<file path="config.mk">
export PLATFORM = sky130hd
export DESIGN_NAME = hit_capture
export DESIGN_NICKNAME = d
export VERILOG_FILES = /design/src/rtl/hit_capture_pkg.sv /design/src/rtl/hit_edge_pulse.sv /design/src/rtl/hit_capture.sv
export SDC_FILE = /design/constraint.sdc
export NUM_CORES = 1
export LEC_CHECK = 0
export ABC_AREA = 0
export ABC_CLOCK_PERIOD_IN_PS = 2500
export BUFFER_PORTS_ARGS = -buffer_cell sky130_fd_sc_hd__buf_2
export CELL_PAD_IN_SITES_DETAIL_PLACEMENT = 0
export CELL_PAD_IN_SITES_GLOBAL_PLACEMENT = 1
export CORE_MARGIN = 8
export CORE_UTILIZATION = 30
export DETAILED_ROUTE_END_ITERATION = 6
export PLACE_DENSITY_LB_ADDON = 0.1
export REMOVE_ABC_BUFFERS = 1
export SYNTH_ARGS = -nofsm -noshare
export SYNTH_HDL_FRONTEND = slang
export SYNTH_SLANG_ARGS = --single-unit
</file>
<file path="constraint.sdc">
create_clock -name clk -period 2.5 [get_ports clk]
set_clock_uncertainty 0.15 [all_clocks]
set_input_delay 0.375 -clock clk [delete_from_list [all_inputs] [get_ports clk]]
set_output_delay 0.375 -clock clk [all_outputs]
set_load 0.005 [all_outputs]
</file>
<file path="src/rtl/hit_capture_pkg.sv">
// Shared defaults and FSM state type for the hit_capture key-capture block.
// The HIT_DURATION_EN build option is handled in hit_capture.sv.
package hit_capture_pkg;

    localparam int unsigned HC_NOTE_KEYS   = 7;
    localparam int unsigned HC_LENGTH_KEYS = 7;
    localparam int unsigned HC_NOTE_W      = 4;
    localparam int unsigned HC_LENGTH_W    = 3;
    localparam int unsigned HC_OCT_W       = 3;
    localparam int unsigned HC_CLOCK_W     = 32;

    localparam int unsigned HC_OCT_MIN     = 0;
    localparam int unsigned HC_OCT_MAX     = 6;
    localparam int unsigned HC_OCT_RESET   = 3;

    typedef enum logic {
        IDLE = 1'b0,
        HELD = 1'b1
    } hc_state_e;

endpackage

</file>
<file path="src/rtl/hit_edge_pulse.sv">
// Synchronous rising-edge detector: pulse_o is high in the first cycle d_i is
// sampled high after being low.
module hit_edge_pulse (
    input  logic clk,
    input  logic rst_n,
    input  logic d_i,
    output logic pulse_o
);

    logic prev_q;

    always_ff @(posedge clk) begin
        if (!rst_n) begin
            prev_q <= 1'b0;
        end else begin
            prev_q <= d_i;
        end
    end

    assign pulse_o = d_i & ~prev_q;

endmodule

</file>
<file path="src/rtl/hit_capture.sv">
// Key capture: octave stepping, priority key encode and one time-stamped hit
// per press over valid/ready. Define HIT_DURATION_EN to emit on release with a duration.
module hit_capture
    import hit_capture_pkg::*;
#(
    parameter int unsigned NOTE_KEYS   = HC_NOTE_KEYS,
    parameter int unsigned LENGTH_KEYS = HC_LENGTH_KEYS,
    parameter int unsigned NOTE_W      = HC_NOTE_W,
    parameter int unsigned LENGTH_W    = HC_LENGTH_W,
    parameter int unsigned OCT_W       = HC_OCT_W,
    parameter int unsigned OCT_MIN     = HC_OCT_MIN,
    parameter int unsigned OCT_MAX     = HC_OCT_MAX,
    parameter int unsigned OCT_RESET   = HC_OCT_RESET,
    parameter int unsigned CLOCK_W     = HC_CLOCK_W
) (
    input  logic                            clk,
    input  logic                            rst_n,
    input  logic                            en,
    input  logic                            oct_up,
    input  logic                            oct_down,
    input  logic [NOTE_KEYS-1:0]            note_key,
    input  logic [LENGTH_KEYS-1:0]          length_key,
    input  logic [NOTE_KEYS*NOTE_W-1:0]     trans_note,
    input  logic [LENGTH_KEYS*LENGTH_W-1:0] trans_length,
    input  logic [CLOCK_W-1:0]              system_clock,
    input  logic                            hit_ready,
    output logic                            hit_valid,
    output logic [OCT_W-1:0]                hit_octave,
    output logic [NOTE_W-1:0]               hit_note,
    output logic [LENGTH_W-1:0]             hit_length,
    output logic [CLOCK_W-1:0]              hit_stamp,
    output logic [OCT_W-1:0]                octave,
    output logic                            dropped
`ifdef HIT_DURATION_EN
    ,
    output logic [CLOCK_W-1:0]              hit_duration
`endif
);

    function automatic logic [NOTE_W-1:0] enc_note(
        input logic [NOTE_KEYS-1:0]        keys,
        input logic [NOTE_KEYS*NOTE_W-1:0] tab
    );
        logic found;
        enc_note = '0;
        found    = 1'b0;
        for (int unsigned i = 0; i < NOTE_KEYS; i++) begin
            if (keys[i] && !found) begin
                enc_note = tab[i*NOTE_W +: NOTE_W];
                found    = 1'b1;
            end
        end
    endfunction

    function automatic logic [LENGTH_W-1:0] enc_length(
        input logic [LENGTH_KEYS-1:0]          keys,
        input logic [LENGTH_KEYS*LENGTH_W-1:0] tab
    );
        logic found;
        enc_length = '0;
        found      = 1'b0;
        for (int unsigned i = 0; i < LENGTH_KEYS; i++) begin
            if (keys[i] && !found) begin
                enc_length = tab[i*LENGTH_W +: LENGTH_W];
                found      = 1'b1;
            end
        end
    endfunction

    logic                up_pulse;
    logic                down_pulse;
    logic [OCT_W-1:0]    octave_q,    octave_d;
    logic [LENGTH_W-1:0] len_latch_q, len_latch_d;

    hc_state_e           state_q;
    logic                valid_q;
    logic [OCT_W-1:0]    hoct_q;
    logic [NOTE_W-1:0]   hnote_q;
    logic [LENGTH_W-1:0] hlen_q;
    logic [CLOCK_W-1:0]  hstamp_q;
    logic                dropped_q;

    logic                any_note;
    logic [NOTE_W-1:0]   note_code;
    logic [LENGTH_W-1:0] len_code;
    logic                press;
    logic                emit;
    logic                transfer;
    logic                slot_free;
    logic [OCT_W-1:0]    ev_octave;
    logic [NOTE_W-1:0]   ev_note;
    logic [LENGTH_W-1:0] ev_len;
    logic [CLOCK_W-1:0]  ev_stamp;

`ifdef HIT_DURATION_EN
    logic [OCT_W-1:0]    p_octave_q;
    logic [NOTE_W-1:0]   p_note_q;
    logic [LENGTH_W-1:0] p_len_q;
    logic [CLOCK_W-1:0]  p_stamp_q;
    logic [CLOCK_W-1:0]  hdur_q;
    logic [CLOCK_W-1:0]  ev_dur;
`endif

    hit_edge_pulse u_up_edge (
        .clk     (clk),
        .rst_n   (rst_n),
        .d_i     (oct_up),
        .pulse_o (up_pulse)
    );

    hit_edge_pulse u_down_edge (
        .clk     (clk),
        .rst_n   (rst_n),
        .d_i     (oct_down),
        .pulse_o (down_pulse)
    );

    always_comb begin
        any_note    = |note_key;
        note_code   = enc_note(note_key, trans_note);
        len_code    = (|length_key) ? enc_length(length_key, trans_length) : len_latch_q;
        len_latch_d = len_code;

        octave_d = octave_q;
        if (up_pulse && !down_pulse && (octave_q < OCT_W'(OCT_MAX))) begin
            octave_d = octave_q + 1'b1;
        end else if (down_pulse && !up_pulse && (octave_q > OCT_W'(OCT_MIN))) begin
            octave_d = octave_q - 1'b1;
        end

        transfer  = valid_q & hit_ready;
        slot_free = ~valid_q | transfer;
        press     = en & (state_q == IDLE) & any_note;

`ifdef HIT_DURATION_EN
        // Payload comes from the press record; the event fires on release.
        emit      = en & (state_q == HELD) & ~any_note;
        ev_octave = p_octave_q;
        ev_note   = p_note_q;
        ev_len    = p_len_q;
        ev_stamp  = p_stamp_q;
        ev_dur    = system_clock - p_stamp_q;
`else
        emit      = press;
        ev_octave = octave_q;
        ev_note   = note_code;
        ev_len    = len_code;
        ev_stamp  = system_clock;
`endif
    end

    always_ff @(posedge clk) begin
        if (!rst_n) begin
            octave_q    <= OCT_W'(OCT_RESET);
            len_latch_q <= '0;
        end else begin
            octave_q    <= octave_d;
            len_latch_q <= len_latch_d;
        end
    end

    always_ff @(posedge clk) begin
        if (!rst_n) begin
            state_q    <= IDLE;
            valid_q    <= 1'b0;
            hoct_q     <= '0;
            hnote_q    <= '0;
            hlen_q     <= '0;
            hstamp_q   <= '0;
            dropped_q  <= 1'b0;
`ifdef HIT_DURATION_EN
            hdur_q     <= '0;
            p_octave_q <= '0;
            p_note_q   <= '0;
            p_len_q    <= '0;
            p_stamp_q  <= '0;
`endif
        end else begin
            if (transfer) begin
                valid_q <= 1'b0;
            end
            // A transfer in the same cycle frees the slot for the new event.
            if (emit) begin
                if (slot_free) begin
                    valid_q  <= 1'b1;
                    hoct_q   <= ev_octave;
                    hnote_q  <= ev_note;
                    hlen_q   <= ev_len;
                    hstamp_q <= ev_stamp;
`ifdef HIT_DURATION_EN
                    hdur_q   <= ev_dur;
`endif
                end else begin
                    dropped_q <= 1'b1;
                end
            end
`ifdef HIT_DURATION_EN
            if (press) begin
                p_octave_q <= octave_q;
                p_note_q   <= note_code;
                p_len_q    <= len_code;
                p_stamp_q  <= system_clock;
            end
`endif
            if (!en) begin
                state_q <= IDLE;
                valid_q <= 1'b0;
            end else begin
                case (state_q)
                    IDLE:    if (any_note)  state_q <= HELD;
                    HELD:    if (!any_note) state_q <= IDLE;
                    default: state_q <= IDLE;
                endcase
            end
        end
    end

    assign hit_valid  = valid_q;
    assign hit_octave = hoct_q;
    assign hit_note   = hnote_q;
    assign hit_length = hlen_q;
    assign hit_stamp  = hstamp_q;
    assign octave     = octave_q;
    assign dropped    = dropped_q;
`ifdef HIT_DURATION_EN
    assign hit_duration = hdur_q;
`endif

endmodule
</file>
# Word level (Yosys, flattened, before mapping)
# Cells that the tools add are included.
[classes]
n_addsub = 2
order_cmp = 2
mux = 33
bitwise = 11
reduce_logical = 36
[ops]
columns = ["operator", "n"]
rows = [
  ["$mux W3", 10],
  ["$mux W4", 7],
  ["$logic_and A1 B1 Y1", 16],
  ["$mux W1", 16],
  ["$logic_not A1 Y1", 14],
  ["$reduce_or A7 Y1", 2],
  ["$reduce_and A2 Y1", 3],
  ["$and A1 B1 Y1", 5],
  ["$not A1 Y1", 5],
  ["$add A3 B1 Y3 const B", 1],
  ["$gt A3 B1 Y1 const B", 1],
  ["$lt A3 B3 Y1 const B", 1],
  ["$sub A3 B1 Y3 const B", 1],
  ["$reduce_bool A2 Y1", 1],
  ["$or A1 B1 Y1", 1],
]
[totals]
regBits = 53
inputBits = 101
out_inout_bits = 47
wordCells = 95

# Depth between registers and ports, before layout
# Gate-level depths: netlist (run 1).
[depth]
word_depth = 20
ltp_mapped = 8
mapped_depth_nobuf = 6

# Cells and area by module
# Synthesis (run 1) repeated with hierarchy kept, for this count alone.
[hier_totals]
hier_cells = 314
area_unflattened_um2 = 2625.0
[by_module_without_submodules]
columns = ["mod", "n_inst", "cells_per_inst", "area_per_inst_um2", "seq_area_each_um2"]
rows = [
  ["hit_capture", 1, 308, 2544.9, 1021.0],
  ["hit_edge_pulse", 2, 3, 40.0, 20.0],
]

# Worst setup path before layout (run 1)
# No wires, ideal clock.
[synth_timing]
path_kind = "in2reg"
start = "input port note_key[2]"
end = "register hnote_q[1] (netlist: hit_note[1])"
setup_ns = 0.142
arrival_ns = 1.960
required_time_ns = 2.208
setup_slack_ns = 0.248
stages = 8
n_path_buf = 4
path_cell_list = "buf_2 -> or4_4 -> buf_6 -> or4_4 -> buf_6 -> buf_6 -> a21oi_1 -> a311oi_1"
[synth_via]
elab_chain_len = 14
elab_cells_between_ends = 21
classes_between = "mux (9); bitwise (1); reduce/logical (11)"
[synth_lines]
columns = ["element", "line_no", "source"]
rows = [
  ["start: declaration", "hit_capture.sv:21", "input logic [NOTE_KEYS-1:0] note_key,"],
  ["$logic_and A1 B1 Y1", "hit_capture.sv:48", "if (keys[i] && !found) begin"],
  ["$mux W1", "hit_capture.sv:48", ""],
  ["$logic_not A1 Y1", "hit_capture.sv:48", ""],
  ["$logic_and A1 B1 Y1", "hit_capture.sv:48", ""],
  ["$mux W1", "hit_capture.sv:48", ""],
  ["$logic_not A1 Y1", "hit_capture.sv:48", ""],
  ["$logic_and A1 B1 Y1", "hit_capture.sv:48", ""],
  ["$mux W1", "hit_capture.sv:48", ""],
  ["$logic_not A1 Y1", "hit_capture.sv:48", ""],
  ["$logic_and A1 B1 Y1", "hit_capture.sv:48", ""],
  ["$mux W1", "hit_capture.sv:48", ""],
  ["$logic_not A1 Y1", "hit_capture.sv:48", ""],
  ["$logic_and A1 B1 Y1", "hit_capture.sv:48", ""],
  ["$mux W4", "hit_capture.sv:48", ""],
  ["end signal: assignment", "hit_capture.sv:187", "hnote_q <= ev_note;"],
  ["end: declaration", "hit_capture.sv:78", "logic [NOTE_W-1:0] hnote_q;"],
]
# Parallel ways exist; a longest one is shown, timed or not.
# A chain may end at the register's enable or synchronous reset.

# Worst setup path in the final report (run 1)
[layout_timing]
start = "register u_up_edge.prev_q"
end = "register octave_q[2] (netlist: octave[2])"
[layout_via]
elab_chain_len = 6
elab_cells_between_ends = 9
classes_between = "mux (1); bitwise (2); reduce/logical (6)"
[layout_lines]
columns = ["element", "line_no", "source"]
rows = [
  ["start: declaration", "hit_edge_pulse.sv:10", "logic prev_q;"],
  ["start signal: assignment", "hit_edge_pulse.sv:16", "prev_q <= d_i;"],
  ["$not A1 Y1 (*)", "hit_edge_pulse.sv:20", "assign pulse_o = d_i & ~prev_q;"],
  ["$and A1 B1 Y1 (*)", "hit_edge_pulse.sv:20", ""],
  ["$logic_not A1 Y1", "hit_capture.sv:127", "end else if (down_pulse && !up_pulse && (octave_q > OCT_W'(OCT_MIN))) begin"],
  ["$logic_and A1 B1 Y1 (2 in a row)", "hit_capture.sv:127", ""],
  ["$reduce_bool A2 Y1 (no source line)", "--", ""],
  ["end signal: assignment", "hit_capture.sv:154", "octave_q <= OCT_W'(OCT_RESET);"],
  ["end signal: assignment", "hit_capture.sv:157", "octave_q <= octave_d;"],
  ["end: declaration", "hit_capture.sv:72", "logic [OCT_W-1:0] octave_q, octave_d;"],
]
# Mark *: on every way between the ends. The rest lies on a longest branch, timed or not.

==> impl.org, run 1 <==
** Status
- The flow ran to the end, and the final reports show no timing, DRC or antenna violations.

** Floorplan
- Measured along the y axis, the die boundary spans 110 um.
- The floorplan step defined a die boundary enclosing roughly 12000 um2.
- After floorplanning, the core was sized to cover roughly 8700 um2.
- Row count :: 34
- 148 I/O pins were placed.
- Die Span X :: about 110 um
- Starting Density :: roughly 30%

** Clock network
- Clock input transition at the sequential cells of the worst setup and hold paths :: 0.10 ns
- Number of buffers inserted by post-CTS setup repair :: 0
- Source-to-sink clock delay at the later pin of the worst-skew pair :: ~0.3 ns
- CTS tree :: done
- Clock tree synthesis inserted a total of 5 buffers.
- In this run the deepest clock path goes through 2 buffers.
- Clock tree root buffer cell :: clkbuf_8
- # H-tree levels :: 2
- For this design, the CTS-stage hold fixing added 0 buffers.
- Cells resized by post-CTS repair :: 0
- Number of clock sinks seen by CTS :: 53

** Synthesis
- After synthesis, the share of flip-flops with an asynchronous set or reset is 0%.
- Yosys reg bits :: 53
- Main combinational cell family by area after synthesis :: compound AO/OA/AOI/OAI gates
- The synthesized netlist devotes between 20% and 30% of its cell area to compound gates.
- Dominant synthesized flop cell :: dfxtp_1
- A synthesized cell averages 8.12 um2.
- The synthesized design spends more area on one cell type than any other, namely dfxtp_1.
- The synthesized netlist devotes 0% of its cell area to XOR and XNOR gates.
- Area contributors post-synth :: dfxtp_1 40%, a21oi_1 8.6%, o21ai_0 7.9%, nand3_1 7.5%, mux2i_1 3.4%
- Mux contribution to synthesized area :: approximately 3.4%
- Sequential fraction of the synthesis area :: around two fifths
- The top cell type by area accounts for 39.7% of the synthesized area.
- Number of different library cells in the post-synthesis netlist :: 46
- The cell count after synthesis came out at roughly 330.
- Netlist area before placement :: about 2700 um2
- Yosys mapped a number of flops with a built-in enable equal to 0.
- The synthesized netlist devotes roughly 22% of its cell area to simple gates.
- Of the total synthesized cell area, the portion taken by full adders, half adders and majority gates is less than 1%.
- During synthesis, Yosys emitted a total of 0 warnings.

** Timing
- Setup repair after global routing left no endpoint under its margin.
- Headroom to the max-slew limit came out at 66.5%.
- Setup violations remaining at the end of the flow were counted as 0.
- Final hold violation count :: 0
- The clock period could shrink to roughly 2.2 ns.
- The number of pins exceeding their max-slew limit in the final report came to 0.
- At the pin with the least slew margin, the transition time is roughly 0.50 ns.
- Setup Total Neg Slack :: 0 ns
- Static timing analysis puts the maximum clock frequency at 0.450 GHz.
- The final critical path takes up 88.8% of the cycle.

** Detailed routing
- For this block, the via count after detailed routing is between 2000 and 3000.
- The detailed router finished its first iteration with 99 violations.
- The first TritonRoute pass finished after 4 iterations.
- Wirelength per Cell :: approximately 16 um
- Routed WL :: 8940 um
- Using the TritonRoute via totals, the vias-per-cell ratio works out to between 4 and 5.
- In this run the remaining antenna-violating nets after routing total 0.
- Final routed DRC violation total :: 0

** Placement
- The HPWL after detailed placement is around 6800 um.
- After detailed placement, the design holds a cell count of approximately 560.
- The congestion estimate from routability-driven global placement came to around 0.72.
- Number of buffers inserted by port buffering :: 147

** Global route
- The via count of the first global-routing pass was around 2800.
- Global routing usage summed across all routing layers :: 13.7%
- First-pass GRT wire length :: around 14000 um
- Entering global routing, the biggest net connects 41 pins.
- Number of antenna violations at the first check in global routing :: 0
- Summed over all layers, the global routing overflow is 0.

** Critical path
- CP startpoint kind :: flip-flop
- Critical path class :: reg -> reg
- Arr. time, crit path :: ~2.3 ns
- Data required time of the worst path :: roughly 2.6 ns
- The worst register-to-register path has a depth of 6.
- STA classifies the critical path endpoint as a flip-flop.
- Crit Path Max Fanout :: 5

** Layout
- The repair_antennas step left the layout with diodes totalling 0.
- The post-route netlist has between 30% and 40% of its cells at a drive strength greater than 1.
- At the end of the flow, the number of nets in the layout was between 500 and 600.
- Layout overhead on the synthesized area :: 32.5%
- Post-route insts no fill :: 572

** Hold path
- Hold-critical path depth :: 2
- The min-delay analysis places its worst path in the category in -> reg.

** Power and ir drop
- P_leak :: approximately 1.6 nW
- IR analysis of the VDD net gives a maximum drop of between 0.2 and 0.25 mV.
- In this run the power density over the cells is 507 nW/um2.

** Run
- Across the run, the number of max-cap violations was 0.
## kinds of logic (layout without fill, tap and decap cells)
kind of cell / after synthesis / count (layout)
AO/OA/AOI/OAI: 124 / 124
adder cells (fa/ha/maj): 1 / 1
buffers and inverters: 34 / 169
flip-flops: 53 / 53
multiplexers: 9 / 9
AND/OR/NAND/NOR: 108 / 108
## per-layer routing
metal,wire (um),track usage (%),part of all wire (%),up-vias
met5,0,0,0,-
li1,-,-,-,1467
met4,46,2.28,0.51,0
met3,863,4.19,9.7,5
met1,4180,18.7,47,1256
met2,3860,20.9,43,97
## synthesized netlist by cell type (2+ instances only)
| cell | count |
|---|---|
| dfxtp_1 | 53 |
| a21oi_1 | 46 |
| o21ai_0 | 42 |
| nand3_1 | 40 |
| nand2_1 | 20 |
| clkbuf_1 | 15 |
| nor2b_1 | 11 |
| mux2i_1 | 9 |
| a211oi_1 | 8 |
| nand2b_1 | 7 |
| nor2_1 | 7 |
| buf_6 | 5 |
| o22ai_1 | 5 |
| buf_1 | 4 |
| inv_1 | 4 |
| nand3b_1 | 4 |
| nor3b_1 | 4 |
| o31ai_1 | 4 |
| and2_1 | 3 |
| o221ai_1 | 3 |
| a211o_1 | 2 |
| a221o_1 | 2 |
| a31o_2 | 2 |
| and3_1 | 2 |
| buf_2 | 2 |
| buf_4 | 2 |
| o211ai_1 | 2 |
| or3_1 | 2 |
| or4_4 | 2 |
## worst paths after layout
kind	slack [ns]	startpoint	endpoint
hold reg to reg	0.32	hit_length[2]$_SDFFE_PN0P_	hit_length[2]$_SDFFE_PN0P_
setup reg to reg	0.28	u_up_edge.prev_q$_SDFF_PN0_	octave[2]$_SDFFE_PN0P_
hold / removal	0.13	oct_up	u_up_edge.prev_q$_SDFF_PN0_
setup / recovery	0.28	u_up_edge.prev_q$_SDFF_PN0_	octave[2]$_SDFFE_PN0P_
## worst max-delay path, stage by stage, from the launching register on
cell and delay (ns):
dfxtp_1 0.31, nor2b_1 0.21, nand3_1 0.22, fa_1 0.42
or3_1 0.40, o211a_1 0.22, a211oi_1 0.20
## state kept, by name, summed over array words and instances (netlist names)
name / flops
dropped: 1
hit_length: 3
hit_note: 4
hit_octave: 3
hit_stamp: 32
hit_valid: 1
len_latch_q: 3
octave: 3
state_q: 1
u_down_edge.prev_q: 1
u_up_edge.prev_q: 1
## layout by cell type, fill, tap and decap left out, types with 7 or more instances in the layout
master,count
a211oi_1,8
a21oi_1,46
buf_2,147
buf_4,9
dfxtp_1,53
mux2i_1,9
nand2_1,20
nand2b_1,7
nand3_1,40
nor2_1,7
nor2b_1,11
o21ai_0,42
## layout make-up
type | count | area [um2]
clock inverter | 2 | 13.8
timing repair buffer | 156 | 803
clock buffer | 6 | 72.6
multi-input combinational | 242 | 1440
tap | 108 | 135
inverter | 5 | 18.8
sequential | 53 | 1060
fill | 946 | 5140
## power by group
part / leakage, nW / switching [mW] / internal, mW
combinational: 1.11 / 0.190 / 0.181
clock: 0.0456 / 0.287 / 0.201
sequential: 0.436 / 0.0336 / 0.901
total: 1.59 / 0.511 / 1.28
## stage by stage
step | hold slack (ns) | utilization [%] | setup slack, ns | cell area [um2] | power, mW
detailed placement | 0.303 | 39.8 | 0.128 | 3450 | 1.33
floorplan | 0.297 | - | 0.177 | 2510 | 1.12
global placement | 0.298 | 39.8 | 0.195 | 3450 | 1.33
finish | 0.130 | 40.8 | 0.280 | 3540 | 1.79
CTS | 0.123 | 40.8 | 0.310 | 3540 | 1.83
global route | 0.120 | 40.8 | 0.159 | 3540 | 1.91
Power figures use the tool's default switching activity.
==> inputs of run 2 (changes only) <==
--- a/config.mk
+++ b/config.mk
@@ -16,4 +16,5 @@
 export PLACE_DENSITY_LB_ADDON = 0.1
 export REMOVE_ABC_BUFFERS = 1
+export SETUP_SLACK_MARGIN = 0.4
 export SYNTH_ARGS = -nofsm -noshare
 export SYNTH_HDL_FRONTEND = slang
==> constraint.sdc (replaced) <==
create_clock -name clk -period 2.5 [get_ports clk]
set_clock_uncertainty 0.15 [all_clocks]
set_input_delay 0.375 -clock clk [delete_from_list [all_inputs] [get_ports clk]]
set_output_delay 0.375 -clock clk [all_outputs]
set_load 0.1 [all_outputs]
==> run 2 against run 1 <==
Die area did not move; power rose by 20%; maximum frequency rose by 11%; flip-flop and latch count did not move; utilization rose by 0.42 points; worst setup slack improved by 0.22 ns; combinational power rose by 98%; register-to-register slack improved by 0.22 ns; global-route usage did not move; sequential share of layout area fell by 0.27 points; via count fell by 0.14%; largest cell class unchanged; largest power group unchanged; highest routed layer unchanged.
==> impl.org, run 2 (same netlist as run 1, synthesis figures left out) <==
** Status
- The flow ran to the end, and the final reports show no timing, DRC or antenna violations.

** Timing
- Crit path time final :: about 2 ns
- Static timing analysis puts the maximum clock frequency at approximately 0.5 GHz.
- The number of pins exceeding their max-slew limit in the final report came to 0.
- Number of setup violations in the final report :: 0
- RSZ-0062 raised after global routing :: false
- The final critical path takes up approximately 80% of the cycle.
- At the pin with the least slew margin, the transition time is 0.498 ns.
- Setup Total Neg Slack :: 0 ns
- Final hold violation count :: 0
- In the post-route analysis, the smallest setup slack over all paths is 0.498 ns.
- Measured against its own limit, the worst slew margin works out to about two thirds.

** Clock network
- CTS tree :: done
- Clock input transition at the sequential cells of the worst setup and hold paths :: approximately 0.10 ns
- Clock tree root buffer cell :: clkbuf_8
- The clock passes through at most 2 buffers.
- CTS Hold Bufs :: 0
- # H-tree levels :: 2
- Once the clock tree was built, the setup fixing pass inserted 0 buffers.
- CTS saw 53 sinks.
- Clock latency on the worst-skew pair, taken at its later pin, is roughly 0.30 ns.
- Num CTS Buffers :: 5

** Power and ir drop
- The analysis attributes to cell leakage a power of 1.61 nW.
- IR drop worst, VDD :: just under 0.3 mV
- Dividing total power by cell area gives a power density of around 600 nW/um2.

** Layout
- NumNets Final :: approximately 570
- The finished cells cover between 3000 and 4000 um2.
- Most used cells in the layout excluding fill and tap cells :: 147 x buf_2, 52 x dfxtp_1, 46 x a21oi_1
- Leaving out fill and tap cells, the most frequent cell in the layout is buf_2.
- Number of flip-flops under the largest register name :: 32
- Number of fillers in the final layout :: around 950
- Of the cells placed in the final design, the portion with a size suffix greater than 1 is 38.1%.
- Layout overhead on the synthesized area :: 33.9%
- # diodes :: 0

** Floorplan
- Row count :: 34
- The initial utilization of the core area, before any placement, comes to between 30% and 40%.
- approximately 150 I/O pins were placed.
- Overall die height :: 110 um
- The floorplan step defined a core boundary enclosing slightly below 9000 um2.
- Die Span X :: approximately 110 um
- The die covers ~12000 um2.

** Placement
- The congestion estimate from routability-driven global placement came to about 0.7.
- Buffers placed on the I/O ports in this run total ~150.
- Setup Slack @ Placement :: ~0.13 ns
- Placed inst area :: 3450 um2
- Half-perimeter wire length after placement :: between 6000 and 7000 um

** Critical path
- At the worst endpoint, the arrival time is 2.06 ns.
- Type of destination of the critical path :: flip-flop
- Grouping stages by cell kind, the critical path spends the most delay in simple AND/OR/NAND/NOR gates.
- STA classifies the critical path startpoint as a flip-flop.
- For the worst setup path, the data required time is ~2.6 ns.
- Crit Path Max Fanout :: 5
- Critical path class :: reg -> reg
- Worst path bufs/invs :: 0
- Crit-path slowest cell :: or3_4
- Traced cell by cell, the critical path runs through nor2b_4, nand3_4, fa_2, or3_4, o211a_1, a211oi_1.
- Critical Path Max Stage Delay :: roughly 0.4 ns

** Global route
- First-pass GRT wire length :: approximately 14000 um
- Global routing used ~14% of the available tracks across all layers.
- Number of antenna violations at the first check in global routing :: 0
- Vias in the first global route :: 2766
- The total overflow left after global routing is 0.
- Entering global routing, the biggest net connects 41 pins.

** Hold path
- The tightest min-delay check is of the in -> reg type.

** Detailed routing
- Final routed DRC violation total :: 0
- Wirelength per Cell :: about 16 um
- Wires add up to roughly 9000 um.
- The final route contains 2821 vias.
- The count of nets left with antenna violations once routing finished came out at 0.
- For this run, the detailed router's first-pass iteration total came to 4.
- First-iteration detailed-routing DRC count :: 94
- Vias per cell :: a little under 5

** Run
- Max-cap violations in this run came to 0.
[run 2: worst paths after layout]
kind | depth (start not counted) | endpoint | start | slack, ns
max | 6 | octave[2]$_SDFFE_PN0P_ | u_up_edge.prev_q$_SDFF_PN0_ | 0.50
max reg2reg | 6 | octave[2]$_SDFFE_PN0P_ | u_up_edge.prev_q$_SDFF_PN0_ | 0.50
min | 2 | u_up_edge.prev_q$_SDFF_PN0_ | oct_up | 0.14
min reg2reg | 2 | hit_length[2]$_SDFFE_PN0P_ | hit_length[2]$_SDFFE_PN0P_ | 0.32
[run 2: layer usage]
metal / GRT usage, % / up-vias / wire, um
met1: 18.7 / 1251 / 4180
met5: 0 / - / 0
met2: 20.9 / 99 / 3880
met4: 2.28 / 0 / 46
li1: - / 1466 / -
met3: 4.19 / 5 / 870
[run 2: final cells by class]
type	instances	area (um2)	area share, %
clock buffer	6	72.6	2.03
clock inverter	2	13.8	0.385
inverter	5	18.8	0.525
multi-input combinational	242	1470	41.1
sequential	53	1060	29.7
tap	108	135	3.78
timing repair buffer	156	803	22.5
[run 2: where the power goes]
part | internal [mW] | switching [mW]
registers | 0.901 | 0.0344
logic | 0.186 | 0.550
clock network | 0.201 | 0.288
total | 1.29 | 0.872
[run 2: through the flow]
stage | utilization (%) | std cells | hold slack (ns) | total power [mW]
6_report | 41.2 | 572 | 0.137 | 2.16
4_1_cts | 40.9 | 572 | 0.126 | 2.19
2_1_floorplan | - | 300 | 0.297 | 1.47
3_3_place_gp | 39.8 | 564 | 0.298 | 1.68
3_5_place_dp | 39.8 | 564 | 0.303 | 1.69
5_1_grt | 41.2 | 572 | 0.124 | 2.27
[run 2: timing repair]
item / in CTS / in global routing
setup endpoints to repair: 1 / 1
hold endpoints to repair: 0 / 0
resized for setup: 2 / 6
